**config.mk**
```make
export PLATFORM = sky130hd
export DESIGN_NAME = lsu_router
export DESIGN_NICKNAME = d
export VERILOG_FILES = /design/src/rtl/lsu_router.sv
export SDC_FILE = /design/constraint.sdc
export NUM_CORES = 1
export LEC_CHECK = 0
export CORE_AREA = 4 4 255 257
export CTS_CLUSTER_SIZE = 25
export DETAILED_ROUTE_END_ITERATION = 10
export DIE_AREA = 0 0 259 261
export DONT_BUFFER_PORTS = 1
export SYNTH_ARGS = -nofsm -noshare
export SYNTH_HDL_FRONTEND = slang
export SYNTH_SLANG_ARGS = --single-unit
```
**constraint.sdc**
```tcl
create_clock -name clk -period 6.7 [get_ports clk]
set_input_delay 1.34 -clock clk [delete_from_list [all_inputs] [get_ports clk]]
set_output_delay 1.34 -clock clk [all_outputs]
set_load 0.02 [all_outputs]
```
**src/rtl/lsu_router.sv**
```systemverilog
// Load/store operand router: registered operand select toward compute, plus a write-back FIFO to mem/vrf/user.
// Optional performance counters (rd_cnt, wb_cnt) are built when LSU_ROUTER_PERF_EN is defined.
module lsu_router #(
    parameter int DATA_W     = 64,
    parameter int FIFO_DEPTH = 4
) (
    input  logic              clk,
    input  logic              rst,
    input  logic              rd_valid,
    output logic              rd_ready,
    input  logic [1:0]        rd_sel,
    input  logic [DATA_W-1:0] mem_op1,
    input  logic [DATA_W-1:0] mem_op2,
    input  logic [DATA_W-1:0] vrf_op1,
    input  logic [DATA_W-1:0] vrf_op2,
    input  logic [DATA_W-1:0] usr_op1,
    input  logic [DATA_W-1:0] usr_op2,
    output logic              op_valid,
    input  logic              op_ready,
    output logic [DATA_W-1:0] op1,
    output logic [DATA_W-1:0] op2,
    input  logic              wb_valid,
    output logic              wb_ready,
    input  logic [1:0]        wb_sel,
    input  logic [DATA_W-1:0] wb_data,
    output logic              mem_wvalid,
    output logic              vrf_wvalid,
    output logic              usr_wvalid,
    output logic [DATA_W-1:0] wdata,
    input  logic              dst_ready,
    output logic              err_sel
`ifdef LSU_ROUTER_PERF_EN
    ,
    output logic [31:0]       rd_cnt,
    output logic [31:0]       wb_cnt
`endif
);

    localparam int AW = (FIFO_DEPTH > 1) ? $clog2(FIFO_DEPTH) : 1;
    localparam int CW = AW + 1;
    localparam int EW = DATA_W + 2;

    // Handshakes: a transfer happens on a rising edge where valid && ready;
    // valid never waits on ready, and ready may depend on valid only through the stage's own state.

    // ---------------- read path ----------------
    logic              rd_acc;
    logic [DATA_W-1:0] sel_op1;
    logic [DATA_W-1:0] sel_op2;

    assign rd_ready = !op_valid || op_ready;
    assign rd_acc   = rd_valid && rd_ready;

    always_comb begin
        sel_op1 = mem_op1;
        sel_op2 = mem_op2;
        case (rd_sel)
            2'b01:   begin sel_op1 = vrf_op1; sel_op2 = vrf_op2; end
            2'b10:   begin sel_op1 = usr_op1; sel_op2 = usr_op2; end
            default: begin sel_op1 = mem_op1; sel_op2 = mem_op2; end
        endcase
    end

    always_ff @(posedge clk) begin
        if (rst) begin
            op_valid <= 1'b0;
            op1      <= '0;
            op2      <= '0;
            err_sel  <= 1'b0;
        end else if (rd_acc) begin
            // Reserved source is dropped; any slot it freed (consumed this cycle) stays empty.
            if (rd_sel == 2'b11) begin
                op_valid <= 1'b0;
                err_sel  <= 1'b1;
            end else begin
                op_valid <= 1'b1;
                op1      <= sel_op1;
                op2      <= sel_op2;
            end
        end else if (op_valid && op_ready) begin
            op_valid <= 1'b0;
        end
    end

    // ---------------- write-back FIFO ----------------
    logic [EW-1:0] fifo_mem [FIFO_DEPTH];
    logic [AW-1:0] wr_ptr;
    logic [AW-1:0] rd_ptr;
    logic [CW-1:0] count;
    logic          full;
    logic          empty;
    logic          push;
    logic          pop;
    logic [EW-1:0] head;

    assign full     = (count == CW'(FIFO_DEPTH));
    assign empty    = (count == '0);
    assign wb_ready = !full;
    assign push     = wb_valid && !full;
    assign pop      = !empty && dst_ready;

    always_ff @(posedge clk) begin
        if (rst) begin
            wr_ptr <= '0;
            rd_ptr <= '0;
            count  <= '0;
        end else begin
            if (push) wr_ptr <= wr_ptr + AW'(1);
            if (pop)  rd_ptr <= rd_ptr + AW'(1);
            if (push && !pop)      count <= count + CW'(1);
            else if (pop && !push) count <= count - CW'(1);
        end
    end

    always_ff @(posedge clk) begin
        if (push) fifo_mem[wr_ptr] <= {wb_sel, wb_data};
    end

    assign head  = fifo_mem[rd_ptr];
    assign wdata = head[DATA_W-1:0];

    always_comb begin
        mem_wvalid = 1'b0;
        vrf_wvalid = 1'b0;
        usr_wvalid = 1'b0;
        if (!empty) begin
            case (head[EW-1:DATA_W])
                2'b00:   mem_wvalid = 1'b1;
                2'b01:   vrf_wvalid = 1'b1;
                default: usr_wvalid = 1'b1;
            endcase
        end
    end

`ifdef LSU_ROUTER_PERF_EN
    always_ff @(posedge clk) begin
        if (rst) begin
            rd_cnt <= '0;
            wb_cnt <= '0;
        end else begin
            if (rd_acc && rd_sel != 2'b11) rd_cnt <= rd_cnt + 32'd1;
            if (pop)                       wb_cnt <= wb_cnt + 32'd1;
        end
    end
`endif

endmodule

```
Word level (Yosys, flattened, before mapping)
Memory sizes are Yosys's and may differ from the RTL's. A register that Yosys moved wholly into a read port is not among the register bits.
Index checks and enable logic that the tools add are counted.
{ "classes": {"shifts": 0, "bitwise": 1, "n_eq_ne": 5, "n_mul": 0, "muxes": 17, "magnitude_cmp": 0, "reduce_logical": 19, "n_div": 0, "add_sub_neg": 4} }
{ "ops": {"columns": ["op", "count"], "rows": [
  ["64-bit case mux with 2 select lines", 2],
  ["1-bit two-way mux", 11],
  ["1-bit logical AND", 6],
  ["3-bit two-way mux", 2],
  ["1-bit zero test", 5],
  ["2-bit by 1-bit adder with 2-bit output, second input constant", 2],
  ["2-bit by 1-bit equality test with 1-bit output, second input constant", 2],
  ["2-bit equality test, second input constant", 2],
  ["2-bit two-way mux", 2],
  ["2-bit AND reduction", 2],
  ["2-bit nonzero test", 2],
  ["3-bit by 1-bit adder with 3-bit output, second input constant", 1],
  ["3-bit equality test, second input constant", 1],
  ["3-bit zero test", 1],
  ["3-bit by 1-bit subtractor with 3-bit output, second input constant", 1],
  ["2-bit zero test", 1],
  ["2-bit OR reduction", 1],
  ["1-bit logical OR", 1],
  ["1-bit NOT", 1]
]} }
{ "word_totals": {"register_bits": 137, "out_inout_bits": 199, "romBits": 0, "memories": 1, "latch_bits": 0, "ramBits": 264, "inputBits": 458, "word_cells": 54} }
{ "mem_list": {"columns": ["name", "depth", "word_bits", "rd", "rd_ports_with_merged_regs", "write_ports", "line", "rtl"], "rows": [
  ["fifo_mem", 4, 66, 1, 1, 1, "86", "logic [EW-1:0] fifo_mem [FIFO_DEPTH];"]
]} }

Depth between registers and ports, before layout
Gate-level depths: netlist of the first run.
{ "logic_depth": {"word_depth": 7, "ltp_mapped": 9, "depth_no_buf": 8} }

Least setup slack after synthesis of the first run
No wires, ideal clock.
{ "synth_timing": {"path_type": "input-to-reg", "start": "input wb_valid", "end": "memory fifo_mem[0][0] (netlist name) (enable)", "setup_ps": 431, "path_slack_ps": 3071, "cell_stages": 2, "arrival_time_ps": 3198, "n_path_buf": 0, "path_cell_list": "a21boi_2 -> and2_1"} }
{ "synth_between": {"elab_chain_len": 3} }
{ "synth_lines": {"columns": ["element", "line", "rtl"], "rows": [
  ["start: declaration", "22", "input logic wb_valid,"],
  ["1-bit logical AND", "99", "assign push = wb_valid && !full;"],
  ["1-bit two-way mux", "116", "if (push) fifo_mem[wr_ptr] <= {wb_sel, wb_data};"],
  ["1-bit two-way mux (implied by the code)", "116", null],
  ["end: declaration", "86", null]
]} }
No other way between the ends.

==> impl_metrics.ini, run 1 <==
[critical_path]
cp_max_fo = 40
crit_family = buffers and inverters
cp.required_ns = 5.36
cp-end-kind = primary output
cp.arrival_ns = 2.79
cp_num_buf_inv = 1
timing.critical_path.cells = buf_4 > mux4_2
slowest_stage = buf_4
critPathMaxStageDelay_ns = 0.74
worstSetupStartpointType = flop
crit_type = reg2out

[place]
gp_congestion = 0.981
dp_slack_ns = 2.90
numPortBuffers = 0
dpl.cell_count = 1905
dpl.hpwl_um = 49900
place_area_um2 = 17100

[grt]
grt_max_degree = 148
grtUsageTotal_pct = 18.2
grt_first_pass_wirelength_um = 86200
overflow = 0
grt_pass1_vias = 10430
antenna_found_initial = 53

[routing]
first_pass_iters = 6
drcViolationCount = 0
ant_nets = 0
routed_wl_um = 65300
viasPerCell = 5.31
first_iter_violations = 970
wl_per_cell_um = 32.5
route.vias.total = 10690

[yosys]
synth_edf_count = 264
synth.top_cells.by_count = edfxtp_1, dfxtp_1, nand2_1
avgSynthCellArea_um2 = 14.4
syn-cell-area_um2 = 16500
dominantRegCellSynth = edfxtp_1
ys_seq_area_share_pct = 65.0
syn_inst = 1146
ys_top_cells_by_area = edfxtp_1, dfxtp_1, mux4_2
async_reset_ff_share_pct = 0
syn_nets = 1613
yosys_register_bits = 403
synth_top_area_cell = edfxtp_1
yosysWarnings = 0
netlist.area_leader.share_pct = 48.1
synthMostInstantiatedCell = edfxtp_1
ys_types = 39

[pwr]
power_per_cell_area_nw_per_um2 = 367
vdd_ir_drop_max_v = 0.000156
p_leak_nw = 6.03

[cts]
clock_path_buffers = 3
cts-root-buf = clkbuf_16
clkSinkCount = 403
ctsHoldBuffers = 0
cts_buffers = 44
cts_tree = built
ctsResizeCount = 0
clkTransAtPathRegs_ns = 0.06
cts_setup_buffers = 0
htree_levels = 2
clk_latency_ns = 0.56

[die]
initial_core_util_pct = 26.3
fp.dieW_um = 259
die_area_um2 = 67600
die_y_um = 261
core_area_um2 = 62700
io-pin-count = 657
std_cell_rows = 92

[final_layout]
syn_to_final_growth_pct = 13.0
fin_area_um2 = 18600
drive_gt1_share_pct = 14.5
post_layout_nonfiller_instances = 2012
final_nets = 1572
nFillCells = 6325

[sta]
period_minus_slack_ns = 4.13
hold_viol = 0
setup_viol = 0
rsz0062_at_grt = false
fin_crit_sh_pct = 61.6
setup_tns_ns = 0
hold_slack_ns = 0.521
slew-limit-headroom_pct = 19.5
fmax_mhz = 242
finClkSkew_ns = 0.0120
worstMarginPinSlew_ns = 1.20
maxSlewViolCount = 0
worst_slack_ns = 2.57

[run]
drv_cap = 0

[run_status]
outcome = finished clean

[hold_path]
min_path_type = reg2reg
registers in the layout (all words and copies together), names as in the netlist, named ones only:
register / count
op_valid: 1
op1: 64
rd_ptr: 2
wr_ptr: 2
err_sel: 1
fifo_mem: 264
count: 3
op2: 64
worst paths after layout:
check                                from               to  slack [ns]  depth (start not counted)
worst max-delay path                 flop         wdata[9]        2.57                          2
worst min-delay path            wr_ptr[1]        wr_ptr[1]        0.52                          2
worst max register to register   count[0]  fifo_mem[0][11]        4.02                          4
worst min register to register  wr_ptr[1]        wr_ptr[1]        0.52                          2
per-stage QoR:
step                total power [mW]  util [%]
floorplan                       4.18         -
global placement                4.43      27.2
detailed placement              4.47      27.2
CTS                             6.93      29.6
global route                    7.12      29.7
finish                          6.83      29.7
final cells by class:
| class | instances | area (µm²) | area share [%] |
|---|---|---|---|
| timing repair buffer | 15 | 138 | 0.739 |
| clock inverter | 20 | 199 | 1.07 |
| multi-input combinational | 634 | 5150 | 27.6 |
| clock buffer | 62 | 1280 | 6.87 |
| sequential | 403 | 10700 | 57.5 |
| inverter | 7 | 26.3 | 0.141 |
| antenna | 25 | 62.6 | 0.336 |
| tap | 846 | 1060 | 5.68 |
logic make-up (layout without fill, tap and decap cells):
kind of cell / count (synthesis) / in the layout / synth area share (%)
other: 0 / 25 / 0
adder cells (fa/ha/maj): 9 / 9 / 0.729
flip-flops: 403 / 403 / 65.0
multiplexers: 70 / 70 / 9.12
XOR/XNOR: 4 / 4 / 0.212
buffers and inverters: 109 / 104 / 4.07
AND/OR/NAND/NOR: 154 / 154 / 3.79
AO/OA/AOI/OAI: 397 / 397 / 17.1
placed cells by master, fill, tap and decap left out, drive strengths merged, types with 3 or more instances in the layout:
| master | netlist | final |
|---|---|---|
| nand2 | 131 | 131 |
| dfxtp | 139 | 139 |
| a22o | 128 | 128 |
| mux2i | 4 | 4 |
| inv | 7 | 11 |
| nand2b | 3 | 3 |
| clkbuf | 19 | 62 |
| and2 | 4 | 4 |
| nor2 | 9 | 9 |
| xor2 | 4 | 4 |
| a22oi | 128 | 128 |
| diode | 0 | 25 |
| mux4 | 64 | 64 |
| ha | 8 | 8 |
| edfxtp | 264 | 264 |
| buf | 83 | 15 |
| clkinvlp | 0 | 3 |
| o21ai | 129 | 129 |
| clkinv | 0 | 11 |
per-layer routing:
metal	GRT usage, %	wire length (µm)	vias up
li1	-	-	4471
met1	19.9	22500	5409
met2	29.3	31200	646
met3	8.82	8080	146
met4	9.67	3500	18
met5	0	111	-
worst min-delay path, cell delays in order, from the launching register on:
cell,delay [ns]
dfxtp_1,0.34
nand2b_1,0.08
mux2i_1,0.05
report_power, final:
part | internal (mW) | switching [mW]
combinational | 0.455 | 0.831
clock | 1.43 | 1.01
sequential | 2.90 | 0.202
total | 4.78 | 2.05
Note: power is estimated with default switching activity, not from simulation.
==> run 2: changes to the inputs <==
==> constraint.sdc (replaced) <==
create_clock -name clk -period 4.2 [get_ports clk]
set_input_delay 0.84 -clock clk [delete_from_list [all_inputs] [get_ports clk]]
set_output_delay 0.84 -clock clk [all_outputs]
set_load 0.02 [all_outputs]
==> run 2 against run 1 <==
Routed wire length shrank 1.2%. Total power rose by 62%. Largest cell class unchanged. Non-clock buffer count is 9 higher. Utilization rose by 0.37 points. Sequential cell count did not move. Critical path depth stayed put. Via count is 0.51% lower. Sequential power is 61% higher. Cell area rose by 1.3%. Combinational power grew 57%. Clock skew grew 0.0025 ns.
==> impl_metrics.ini, run 2 (synthesis results as in run 1) <==
[final_layout]
drive_gt1_share_pct = 15.2
largest-register = fifo_mem
layout_commonest_cell = edfxtp_1
final_nets = 1581
nFillCells = 6247
syn_to_final_growth_pct = 14.4
largest_reg_flops = 264
final_core_util_pct = 30.1
most-common-layout-cells = edfxtp_1, dfxtp_1, nand2_1, a22oi_1, a22o_1
reg_top3 = fifo_mem (264), op1 (64), op2 (64)

[routing]
wl_per_cell_um = 31.9
viasPerCell = 5.26
ant_nets = 0
route.vias.total = 10635
first_pass_iters = 7
routed_wl_um = 64500
first_iter_violations = 1017
drcViolationCount = 0

[die]
io-pin-count = 657
initial_core_util_pct = 26.3
std_cell_rows = 92
fp.dieW_um = 259
die_area_um2 = 67600
core_area_um2 = 62700
die_y_um = 261

[run_status]
outcome = finished clean

[critical_path]
critPathMaxStageDelay_ns = 0.89
worstSetupStartpointType = flop
cp_max_fo = 44
crit_type = reg2out
slowest_stage = dfxtp_4
cp.arrival_ns = 2.53
cp-end-kind = primary output
cp.required_ns = 3.36
timing.critical_path.cells = buf_4 > mux4_2

[cts]
htree_levels = 2
clock_path_buffers = 3
clk_latency_ns = 0.56
cts_tree = built
clkSinkCount = 403
cts_buffers = 44
cts-root-buf = clkbuf_16
cts_setup_buffers = 0
ctsResizeCount = 0
ctsHoldBuffers = 0
clkTransAtPathRegs_ns = 0.06

[pwr]
power_mw = 11.1
power_per_cell_area_nw_per_um2 = 588
p_switching_mw = 3.24
vdd_ir_drop_max_v = 0.000265
pwr-share-clk_pct = 36.8
seq_power_share_pct = 45.1
p_comb_share_pct = 18.2
internal_power_mw = 7.85
p_leak_nw = 6.13
switching_share_pct = 29.2

[place]
gp_congestion = 0.981
numPortBuffers = 0
dpl.hpwl_um = 50400
dp_slack_ns = 1.30

[grt]
grt_max_degree = 112
antenna_found_initial = 62
grtUsageTotal_pct = 17.9
grt_pass1_vias = 10228
grt_first_pass_wirelength_um = 84700
overflow = 0

[sta]
worst_slack_ns = 0.829
setup_viol = 0
worstMarginPinSlew_ns = 0.954
hold_viol = 0
setup_tns_ns = 0
rsz0062_at_grt = false
finClkSkew_ns = 0.0145
period_minus_slack_ns = 3.37
maxSlewViolCount = 0
fmax_mhz = 297
fin_crit_sh_pct = 80.3
slew-limit-headroom_pct = 36.4

[hold_path]
min_path_type = in2reg

[run]
drv_cap = 0
run 2: changes by cell type in the layout (fill, tap and decap cells not counted), sizes merged:
| cell | change |
|---|---|
| buf | +9 |
| clkbuf | -9 |
| bufinv | +5 |
| diode | +3 |
| clkinv | +1 |
| inv | +1 |
run 2: worst paths after layout:
check,to,slack (ns),cells past startpoint,start
worst min register to register,wr_ptr[1],0.53,2,wr_ptr[1]
worst max-delay path,wdata[36],0.83,2,flop
worst min-delay path,flop,0.36,1,rst
worst max register to register,fifo_mem[3][18],1.85,4,count[0]
run 2: cell type report:
type                            count  area (µm²)  area share [%]
Antenna cell                       28        70.1           0.371
Clock buffer                       53        1180            6.28
Clock inverter                     27         354            1.88
Inverter                            7        26.3           0.139
Multi-Input combinational cell    634        5150            27.3
Sequential cell                   403       10700            56.8
Tap cell                          846        1060            5.61
Timing Repair Buffer               24         305            1.62
run 2: layer usage:
| metal | GRT usage, % | up-vias | share of wire [%] |
|---|---|---|---|
| met1 | 19.5 | 5268 | 34 |
| met2 | 28.6 | 695 | 48 |
| met3 | 9.26 | 150 | 13 |
| met5 | 0 | - | 0.32 |
| li1 | - | 4494 | - |
| met4 | 9.33 | 28 | 5.3 |
run 2: per-stage QoR:
stage	instance area, µm²	instances	hold slack (ns)
after floorplan	16500	1146	0.481
after global placement	17300	1914	0.492
after detailed placement	17300	1914	0.518
after CTS	18800	1994	0.312
after global routing	18800	2014	0.314
final	18900	2022	0.359
run 2: power by group through the flow:
| stage | Sequential, mW | Clock, mW | Combinational [mW] |
|---|---|---|---|
| 3_3_place_gp | 5.09 | 0 | 2.01 |
| 4_1_cts | 5.02 | 4.18 | 2.05 |
| 3_5_place_dp | 5.10 | 0 | 2.05 |
| 5_1_grt | 5.05 | 4.36 | 2.15 |
| 6_report | 5.00 | 4.08 | 2.02 |
| 2_1_floorplan | 4.90 | 0 | 1.77 |
run 2: critical path, delay by kind of cell, from the launching register on:
family / cells / cell delay (ns)
buffers and inverters: 1 / 0.42
muxes: 1 / 0.63
DFF: 1 / 0.89
